$ cat config.mk
export PLATFORM = sky130hd
export DESIGN_NAME = multi_issue_dispatch
export DESIGN_NICKNAME = d
export VERILOG_FILES = /design/src/rtl/multi_issue_dispatch.sv
export SDC_FILE = /design/constraint.sdc
export NUM_CORES = 1
export LEC_CHECK = 0
export BUFFER_PORTS_ARGS = -buffer_cell sky130_fd_sc_hd__buf_2
export CORE_UTILIZATION = 30
export DETAILED_ROUTE_END_ITERATION = 10
export GPL_TIMING_DRIVEN = 0
export MAX_ROUTING_LAYER = met4
export PLACE_DENSITY = 0.55
export SLEW_MARGIN = 30
export SYNTH_ARGS = -nofsm -noshare
export SYNTH_HDL_FRONTEND = slang
export SYNTH_SLANG_ARGS = --single-unit
export TNS_END_PERCENT = 10
$ cat constraint.sdc
create_clock -name clk_i -period 7.49 [get_ports clk_i]
set_input_delay 1.498 -clock clk_i [delete_from_list [all_inputs] [get_ports clk_i]]
set_output_delay 1.498 -clock clk_i [all_outputs]
set_load 0.02 [all_outputs]
$ cat src/rtl/multi_issue_dispatch.sv
// rtl/multi_issue_dispatch.sv - in-order multi-issue dispatch queue with scoreboard (optional ISSUE_WB_BYPASS_EN)
module multi_issue_dispatch #(
    parameter int NR_ISSUE  = 2,
    parameter int DEPTH     = 8,
    parameter int NR_FU     = 4,
    parameter int NR_WB     = 4,
    parameter int PAYLOAD_W = 64,
    parameter int FU_W      = (NR_FU > 1) ? $clog2(NR_FU) : 1,
    parameter int CNT_W     = $clog2(DEPTH + 1)
) (
    input  logic                          clk_i,
    input  logic                          rst_i,
    input  logic                          flush_i,
    input  logic                          enq_valid_i,
    output logic                          enq_ready_o,
    input  logic [FU_W-1:0]               enq_fu_i,
    input  logic [4:0]                    enq_rd_i,
    input  logic                          enq_rd_we_i,
    input  logic [4:0]                    enq_rs1_i,
    input  logic [4:0]                    enq_rs2_i,
    input  logic [PAYLOAD_W-1:0]          enq_payload_i,
    input  logic [NR_FU-1:0]              fu_ready_i,
    output logic [NR_ISSUE-1:0]           disp_valid_o,
    output logic [NR_ISSUE*FU_W-1:0]      disp_fu_o,
    output logic [NR_ISSUE*5-1:0]         disp_rd_o,
    output logic [NR_ISSUE*PAYLOAD_W-1:0] disp_payload_o,
    input  logic [NR_WB-1:0]              wb_valid_i,
    input  logic [NR_WB*5-1:0]            wb_rd_i,
    output logic [CNT_W-1:0]              count_o,
    output logic                          stall_o
);
    localparam int PTR_W = $clog2(DEPTH);

    logic [FU_W-1:0]      mem_fu      [DEPTH];
    logic [4:0]           mem_rd      [DEPTH];
    logic                 mem_we      [DEPTH];
    logic [4:0]           mem_rs1     [DEPTH];
    logic [4:0]           mem_rs2     [DEPTH];
    logic [PAYLOAD_W-1:0] mem_payload [DEPTH];

    logic [PTR_W-1:0] head, tail;
    logic [CNT_W-1:0] count, n_disp;
    logic [31:0]      busy, busy_chk, wb_mask, set_mask;
    logic             enq_fire;

    logic [2**FU_W-1:0]  fu_rdy;
    logic [NR_ISSUE-1:0] lane_ok, disp;
    logic [FU_W-1:0]     l_fu  [NR_ISSUE];
    logic [4:0]          l_rd  [NR_ISSUE];
    logic                l_we  [NR_ISSUE];
    logic [4:0]          l_rs1 [NR_ISSUE];
    logic [4:0]          l_rs2 [NR_ISSUE];

    always_comb begin
        wb_mask = '0;
        for (int k = 0; k < NR_WB; k++)
            if (wb_valid_i[k]) wb_mask[wb_rd_i[k*5 +: 5]] = 1'b1;
    end

`ifdef ISSUE_WB_BYPASS_EN
    assign busy_chk = busy & ~wb_mask;
`else
    assign busy_chk = busy;
`endif

    // Classes beyond NR_FU are treated as never ready.
    always_comb begin
        fu_rdy = '0;
        for (int i = 0; i < NR_FU; i++) fu_rdy[i] = fu_ready_i[i];
    end

    for (genvar g = 0; g < NR_ISSUE; g++) begin : g_lane
        logic [PTR_W-1:0] idx;
        assign idx      = head + PTR_W'(g);
        assign l_fu[g]  = mem_fu[idx];
        assign l_rd[g]  = mem_rd[idx];
        assign l_we[g]  = mem_we[idx];
        assign l_rs1[g] = mem_rs1[idx];
        assign l_rs2[g] = mem_rs2[idx];
        assign lane_ok[g] = (count > CNT_W'(g)) && fu_rdy[l_fu[g]]
                         && !busy_chk[l_rs1[g]] && !busy_chk[l_rs2[g]]
                         && !(l_we[g] && busy_chk[l_rd[g]]);
        assign disp_fu_o[g*FU_W +: FU_W]                = l_fu[g];
        assign disp_rd_o[g*5 +: 5]                      = l_rd[g];
        assign disp_payload_o[g*PAYLOAD_W +: PAYLOAD_W] = mem_payload[idx];
    end

    assign disp[0] = lane_ok[0] && !flush_i;

    if (NR_ISSUE > 1) begin : g_pair
        logic l0_wr, dep;
        assign l0_wr = l_we[0] && (l_rd[0] != 5'd0);
        assign dep   = l0_wr && (l_rs1[1] == l_rd[0] || l_rs2[1] == l_rd[0]
                              || l_rd[1] == l_rd[0]);
        assign disp[1] = disp[0] && lane_ok[1] && (l_fu[1] != l_fu[0]) && !dep;
    end

    always_comb begin
        n_disp   = '0;
        set_mask = '0;
        for (int i = 0; i < NR_ISSUE; i++) begin
            n_disp = n_disp + CNT_W'(disp[i]);
            if (disp[i] && l_we[i]) set_mask[l_rd[i]] = 1'b1;
        end
        set_mask[0] = 1'b0;
    end

    assign enq_ready_o  = (count != CNT_W'(DEPTH));
    assign enq_fire     = enq_valid_i && enq_ready_o && !flush_i;
    assign disp_valid_o = disp;
    assign count_o      = count;
    assign stall_o      = (count != '0) && !flush_i && !disp[0];

    always_ff @(posedge clk_i) begin
        if (rst_i) begin
            head  <= '0;
            tail  <= '0;
            count <= '0;
            busy  <= '0;
        end else begin
            // Set after clear so a same-cycle dispatch keeps its destination busy.
            busy <= ((busy & ~wb_mask) | set_mask) & 32'hFFFF_FFFE;
            if (flush_i) begin
                head  <= '0;
                tail  <= '0;
                count <= '0;
            end else begin
                if (enq_fire) tail <= tail + PTR_W'(1);
                head  <= head + PTR_W'(n_disp);
                count <= count + CNT_W'(enq_fire) - n_disp;
            end
        end
    end

    always_ff @(posedge clk_i) begin
        if (enq_fire) begin
            mem_fu[tail]      <= enq_fu_i;
            mem_rd[tail]      <= enq_rd_i;
            mem_we[tail]      <= enq_rd_we_i;
            mem_rs1[tail]     <= enq_rs1_i;
            mem_rs2[tail]     <= enq_rs2_i;
            mem_payload[tail] <= enq_payload_i;
        end
    end
endmodule
==> Yosys cells after proc, flatten, opt, wreduce, memory -nomap -nowiden <==
Memory sizes are Yosys's and may differ from the RTL's. A register that Yosys moved wholly into a read port is not among the register bits.
Index checks and enable logic that the tools add are counted.
{ "totals": {"wordCells": 133, "output_inout_bits": 150, "in_bits": 114, "ff_bits": 42, "memories": 6, "ram_bits": 656} }
{ "mem_list": {"columns": ["name", "depth", "width", "read_ports", "rd_clocked_by_memory_dff", "write_ports", "line_no", "text"], "rows": [
  ["mem_payload", 8, 64, 2, 1, 1, "39", "logic [PAYLOAD_W-1:0] mem_payload [DEPTH];"],
  ["mem_rd", 8, 5, 2, 1, 1, "35", "logic [4:0] mem_rd [DEPTH];"],
  ["mem_rs1", 8, 5, 2, 1, 1, "37", "logic [4:0] mem_rs1 [DEPTH];"],
  ["mem_rs2", 8, 5, 2, 1, 1, "38", "logic [4:0] mem_rs2 [DEPTH];"],
  ["mem_fu", 8, 2, 2, 1, 1, "34", "logic [FU_W-1:0] mem_fu [DEPTH];"],
  ["mem_we", 8, 1, 2, 1, 1, "36", "logic mem_we [DEPTH];"]
]} }
{ "op_classes": {"magnitude_cmp": 20, "eq_ne": 5, "n_mux": 42, "reduce_logical": 42, "bitwise_logic": 7, "n_addsub": 6} }
{ "op_table": {"columns": ["operator", "count"], "rows": [
  ["$mux 32", 6],
  ["$or 32x32->32", 5],
  ["$lt 5x6->1 const B", 10],
  ["$and 32x32->32", 1],
  ["$not 32->32", 1],
  ["$bmux 1 s5", 6],
  ["$demux 1 s5", 6],
  ["$ge 5x1->1 const B", 6],
  ["$logic_and 1x1->1", 28],
  ["$mux 3", 6],
  ["$mux 1", 16],
  ["$eq 5x5->1", 3],
  ["$logic_not 1->1", 9],
  ["$gt 4x1->1 const B", 2],
  ["$add 3x1->3 const B", 2],
  ["$lt 2x3->1 const B", 2],
  ["$reduce_bool 5->1", 1],
  ["$add 4x1->4", 1],
  ["$bmux 1 s2", 2],
  ["$ne 4x4->1 const B", 1],
  ["$reduce_bool 4->1", 1],
  ["$sub 4x2->4", 1],
  ["$add 3x2->3", 1],
  ["$add 1x1->2", 1],
  ["3 further kinds", 4]
]} }

==> Longest topological paths before layout <==
{ "logic_depth": {"ltp_word": 14, "mapped_depth": 25, "ltp_nobuf": 19} }

==> Worst setup path after synthesis <==
Ideal clock, no wire load.
{ "synth_timing": {"kind": "input port to flip-flop", "from": "in enq_valid_i", "to": "mem mem_fu[0][0] (netlist bit), enable pin", "path_buffers": 0, "setup_ns": 0.623, "arrival_time_ns": 7.507, "cell_stages": 3, "setup_slack_ns": -0.640, "required_ns": 6.867, "path_cell_list": "nand2_1 > or3_1 > nor3_1"} }
{ "synth_via": {"elab_chain_cells": 4} }
{ "synth_rtl": {"columns": ["item", "line_no", "text"], "rows": [
  ["start, declared", "14", "input logic enq_valid_i,"],
  ["$logic_and 1x1->1 (2 in series)", "109", "assign enq_fire = enq_valid_i && enq_ready_o && !flush_i;"],
  ["$mux 1", "136", "if (enq_fire) begin"],
  ["$mux 1 (implied by the code)", "137", "mem_fu[tail] <= enq_fu_i;"],
  ["end, declared", "34", null]
]} }
No other way between the ends.

==> Worst setup path after layout <==
{ "layout_timing": {"from": "reg head[1]", "to": "out disp_valid_o[1]"} }
{ "layout_via": {"elab_chain_cells": 11, "word_cells_on_any_way": 33, "classes_between": "add/sub: 1; eq/ne: 4; mux: 8; reduce/logical: 15; memory: 5"} }
{ "layout_rtl": {"columns": ["item", "line_no", "text"], "rows": [
  ["start, declared", "41", "logic [PTR_W-1:0] head, tail;"],
  ["start signal, assigned", "129", "head <= head + PTR_W'(n_disp);"],
  ["$add 3x1->3 (*)", "74", "assign idx = head + PTR_W'(g);"],
  ["$mem_v2 8x5 / $mem_v2 8x2 (equally long branches)", null, null],
  ["$bmux 1 s5 / $bmux 1 s2 (equally long branches)", "81, 80", null],
  ["$mux 1, on equally long branches", "81, 80", null],
  ["$logic_not 1->1 / $logic_and 1x1->1 (equally long branches)", "81, 80", null],
  ["$logic_and 1x1->1 (2 in series)", "81", "&& !busy_chk[l_rs1[g]] && !busy_chk[l_rs2[g]]"],
  ["$logic_and 1x1->1", "82", "&& !(l_we[g] && busy_chk[l_rd[g]]);"],
  ["$logic_and 1x1->1 (2 in series)", "95", "assign disp[1] = disp[0] && lane_ok[1] && (l_fu[1] != l_fu[0]) && !dep;"],
  ["$logic_and 1x1->1 (*)", "95", null],
  ["end, declared", "23", "output logic [NR_ISSUE-1:0] disp_valid_o,"]
]} }
Mark *: on every way between the ends. The rest lies on a longest branch, timed or not. The select of a mux whose other input is x is not followed.

==> impl_metrics.csv <==
group,metric,value,unit
sta,hold_ws,496,ps
pwr,power_density,206,nW/µm²
logic_synthesis,syn_avg_cell_area,16.1,µm²
pwr,leakagePower,14.1,nW
drt,wl_met3,8530,µm
cells_and_area,final_cell_count_no_fill,4208,
floorplan,io_pins,264,
grt,grt_pass1_vias,24324,
place,pre_cts_ws,1140,ps
clocking,clockBufferDepth,3,
sta,maxSlewHeadroom,30.5,%
floorplan,fp-row-count,125,
cells_and_area,layout-drive-gt1-share,35.3,%
logic_synthesis,synth_edf_count,656,
grt,grt_use_total,19.9,%
drt,drt-met1-wl,49200,µm
logic_synthesis,ys_async_sr_fraction,0,%
critical_path,critPathRequiredTime,5990,ps
critical_path,path_cells,"ha_1 -> buf_2 -> buf_4 -> buf_2 -> mux2i_1 -> nand3_1 -> nand4_1 -> inv_2 -> nor2_1 -> a2111o_1 -> o2111ai_1 -> nor4_1 -> nor3_1 -> and4_1 -> buf_6 -> buf_6 -> buf_2",
critical_path,crit_family,"simple AND/OR/NAND/NOR gates",
critical_path,crit_fanout,11,
drt,drt_iter0_drc,2060,
logic_synthesis,ys_ff_latch,697,
cells_and_area,area_growth,20.7,%
clocking,cts.sinks,697,
critical_path,crit_buf_inv,7,
critical_path,crit_type,"flip-flop to primary output",
logic_synthesis,synth_compound_area_share,4.75,%
min_path,hold_class,"flip-flop to flip-flop",
critical_path,worst_path_max_delay_cell,"nor2_1",
place,hpwlAfterDp,83400,µm
critical_path,end_kind,"primary output",
sta,worst_pin_slew,1010,ps
sta,report.final.slew_viol_count,0,
clocking,cts_hold_buf,0,
drt,postRouteWirelength,117000,µm
drt,drc,0,
logic_synthesis,synth_cell_types,79,
cells_and_area,layout_common_cells,"656 x edfxtp_1, 307 x mux4_2, 301 x buf_2, 276 x nand2_1, 156 x mux2i_1",
logic_synthesis,dominantRegCellSynth,"edfxtp_1",
clocking,cts_resized,0,
clocking,post_cts_buffers,0,
logic_synthesis,synthCells,2205,
logic_synthesis,synth_xor_area_share,0.717,%
critical_path,max_stage_delay,700,ps
logic_synthesis,syn-num-nets,2332,
floorplan,initial_utilization,30.4,%
cells_and_area,layout_commonest_cell,"edfxtp_1",
logic_synthesis,synth_top_family_by_area,"multiplexers",
drt,dr_total_vias,23185,
drt,highest_layer,"met4",
cells_and_area,final_nets,2737,
clocking,tritoncts.num_buffers,81,
sta,final-hold-violation-count,0,
logic_synthesis,netlist_area,35400,µm²
clocking,clk_pin_slew,50,ps
run_status,status,"finished, final reports clean",
clocking,cts_tree,"built",
cells_and_area,final_util,36.6,%
sta,rsz0062_at_grt,"false",
sta,finClkSkew,47.2,ps
floorplan,die_area,119000,µm²
logic_synthesis,yosysSeqAreaShare,57.9,%
grt,grt_max_degree,17,
critical_path,path_common_cell,"buf_2",
drt,routedWlPerCell,27.9,µm
grt,antenna_found_initial,25,
sta,finalWorstSetupSlack,466,ps
logic_synthesis,synth_mux_area_share,27.0,%
grt,grt_pass1_wl,170000,µm
drt,wl_met2,57000,µm
place,place.gp.congestion,0.921,
clocking,htreeDepth,3,
critical_path,worst_setup_path_start_kind,"flip-flop",
floorplan,core_area,117000,µm²
place,portBuffers,257,
drt,ant_nets,0,
logic_synthesis,synth-simple-area-share,6.62,%
grt,overflow,0,
critical_path,crit_arrival,5530,ps
sta,fmax,142,MHz
floorplan,die_h,346,µm
run,cap_violations,0,
clocking,insertion_delay,670,ps
sta,setup_viol,0,
sta,min_period_over_period,93.8,%
place,placed_cells,4051,
logic_synthesis,synth-adder-area-share,0.501,%
clocking,clock-root-buffer,"clkbuf_16",
logic_synthesis,yosys_warnings,0,
drt,drtPass1Iterations,5,
floorplan,fp.dieW,346,µm
drt,vias_per_cell,5.51,
sta,finalCriticalPeriod,7020,ps
pwr,vdd_drop_max,0.000194,V
cells by family after synthesis:
logic type | count (synthesis)
flip-flops | 697
buffers and inverters | 185
multiplexers | 555
AO/OA/AOI/OAI | 219
AND/OR/NAND/NOR | 507
XOR/XNOR | 29
adder cells (fa/ha/maj) | 13
worst reg2reg max path, delay by kind of cell, from the launching register on:
kind	cells	cell delay, ps
buffers and inverters	7	1450
AO/OA/AOI/OAI	2	390
AND/OR/NAND/NOR	7	2030
flip-flops	1	400
multiplexers	1	250
XOR/XNOR	1	160
adder cells (fa/ha/maj)	5	1580
power breakdown:
part | internal (W) | total [W] | switching (W)
Clock | 0.00240 | 0.00406 | 0.00166
Sequential | 0.00429 | 0.00430 | 0.0000134
Combinational | 0.000163 | 0.000452 | 0.000290
Total | 0.00686 | 0.00881 | 0.00196
synth_stat cells, types with 8 or more instances:
master	number	area, µm²
buf_1	34	128
nand4_1	16	100
a21oi_1	36	180
a211oi_1	10	75.1
buf_4	14	105
dfxtp_1	41	821
nor3_1	22	110
inv_1	25	93.8
mux2_2	75	845
o2111ai_1	12	105
o2111a_1	8	90.1
edfxtp_1	656	19700
clkbuf_1	68	255
buf_2	20	100
o21ai_0	16	80.1
ha_1	11	138
o31ai_1	17	128
a41o_1	25	250
xnor2_1	17	149
o22ai_1	16	100
mux2_1	11	124
a31o_2	9	78.8
nand3_1	22	110
nor2b_1	9	56.3
nand3b_1	14	105
nor3b_1	8	60.1
a31o_1	10	87.6
and3_1	9	56.3
mux2i_1	156	1560
a22oi_1	9	67.6
mux4_2	307	6910
nor2_1	70	263
buf_6	15	169
xor2_1	12	105
nand2_1	276	1040
nor4_1	11	68.8
worst paths after layout:
check,end,start,cells past startpoint,slack [ps]
setup reg to reg,count_o[2],head[1],23,1120
hold / removal,tail[0],tail[0],2,500
hold reg to reg,tail[0],tail[0],2,500
setup / recovery,disp_valid_o[1],head[1],17,470
layer usage:
metal,GRT usage (%),vias to the layer above
li1,-,9874
met1,25.4,12211
met2,32.4,918
met3,4.08,182
met4,4.98,0
met5,-,-
per-stage QoR:
step | power (W) | setup TNS (ps) | cell area [µm²]
finish | 0.00881 | 0 | 42800
global route | 0.00906 | 0 | 42800
CTS | 0.00889 | 0 | 42700
detailed placement | 0.00483 | 0 | 40000
global placement | 0.00482 | -2529340 | 38600
floorplan | 0.00463 | -42300 | 35400
area by class of cell:
cell class                 count  area [µm²]
fill                       11029       73900
sequential                   697       20500
multi-input combinational   1323       14100
timing repair buffer         322        2550
clock buffer                  97        2100
tap                         1524        1910
buffer                       151         791
clock inverter                45         627
inverter                      34         129
antenna                       15        37.5
flip-flops by register name (all words and copies together), names as in the netlist:
register	count
busy	31
count_o	4
head	3
mem_fu	16
mem_payload	512
mem_rd	40
mem_rs1	40
mem_rs2	40
mem_we	8
tail	3
Power figures use the tool's default switching activity.
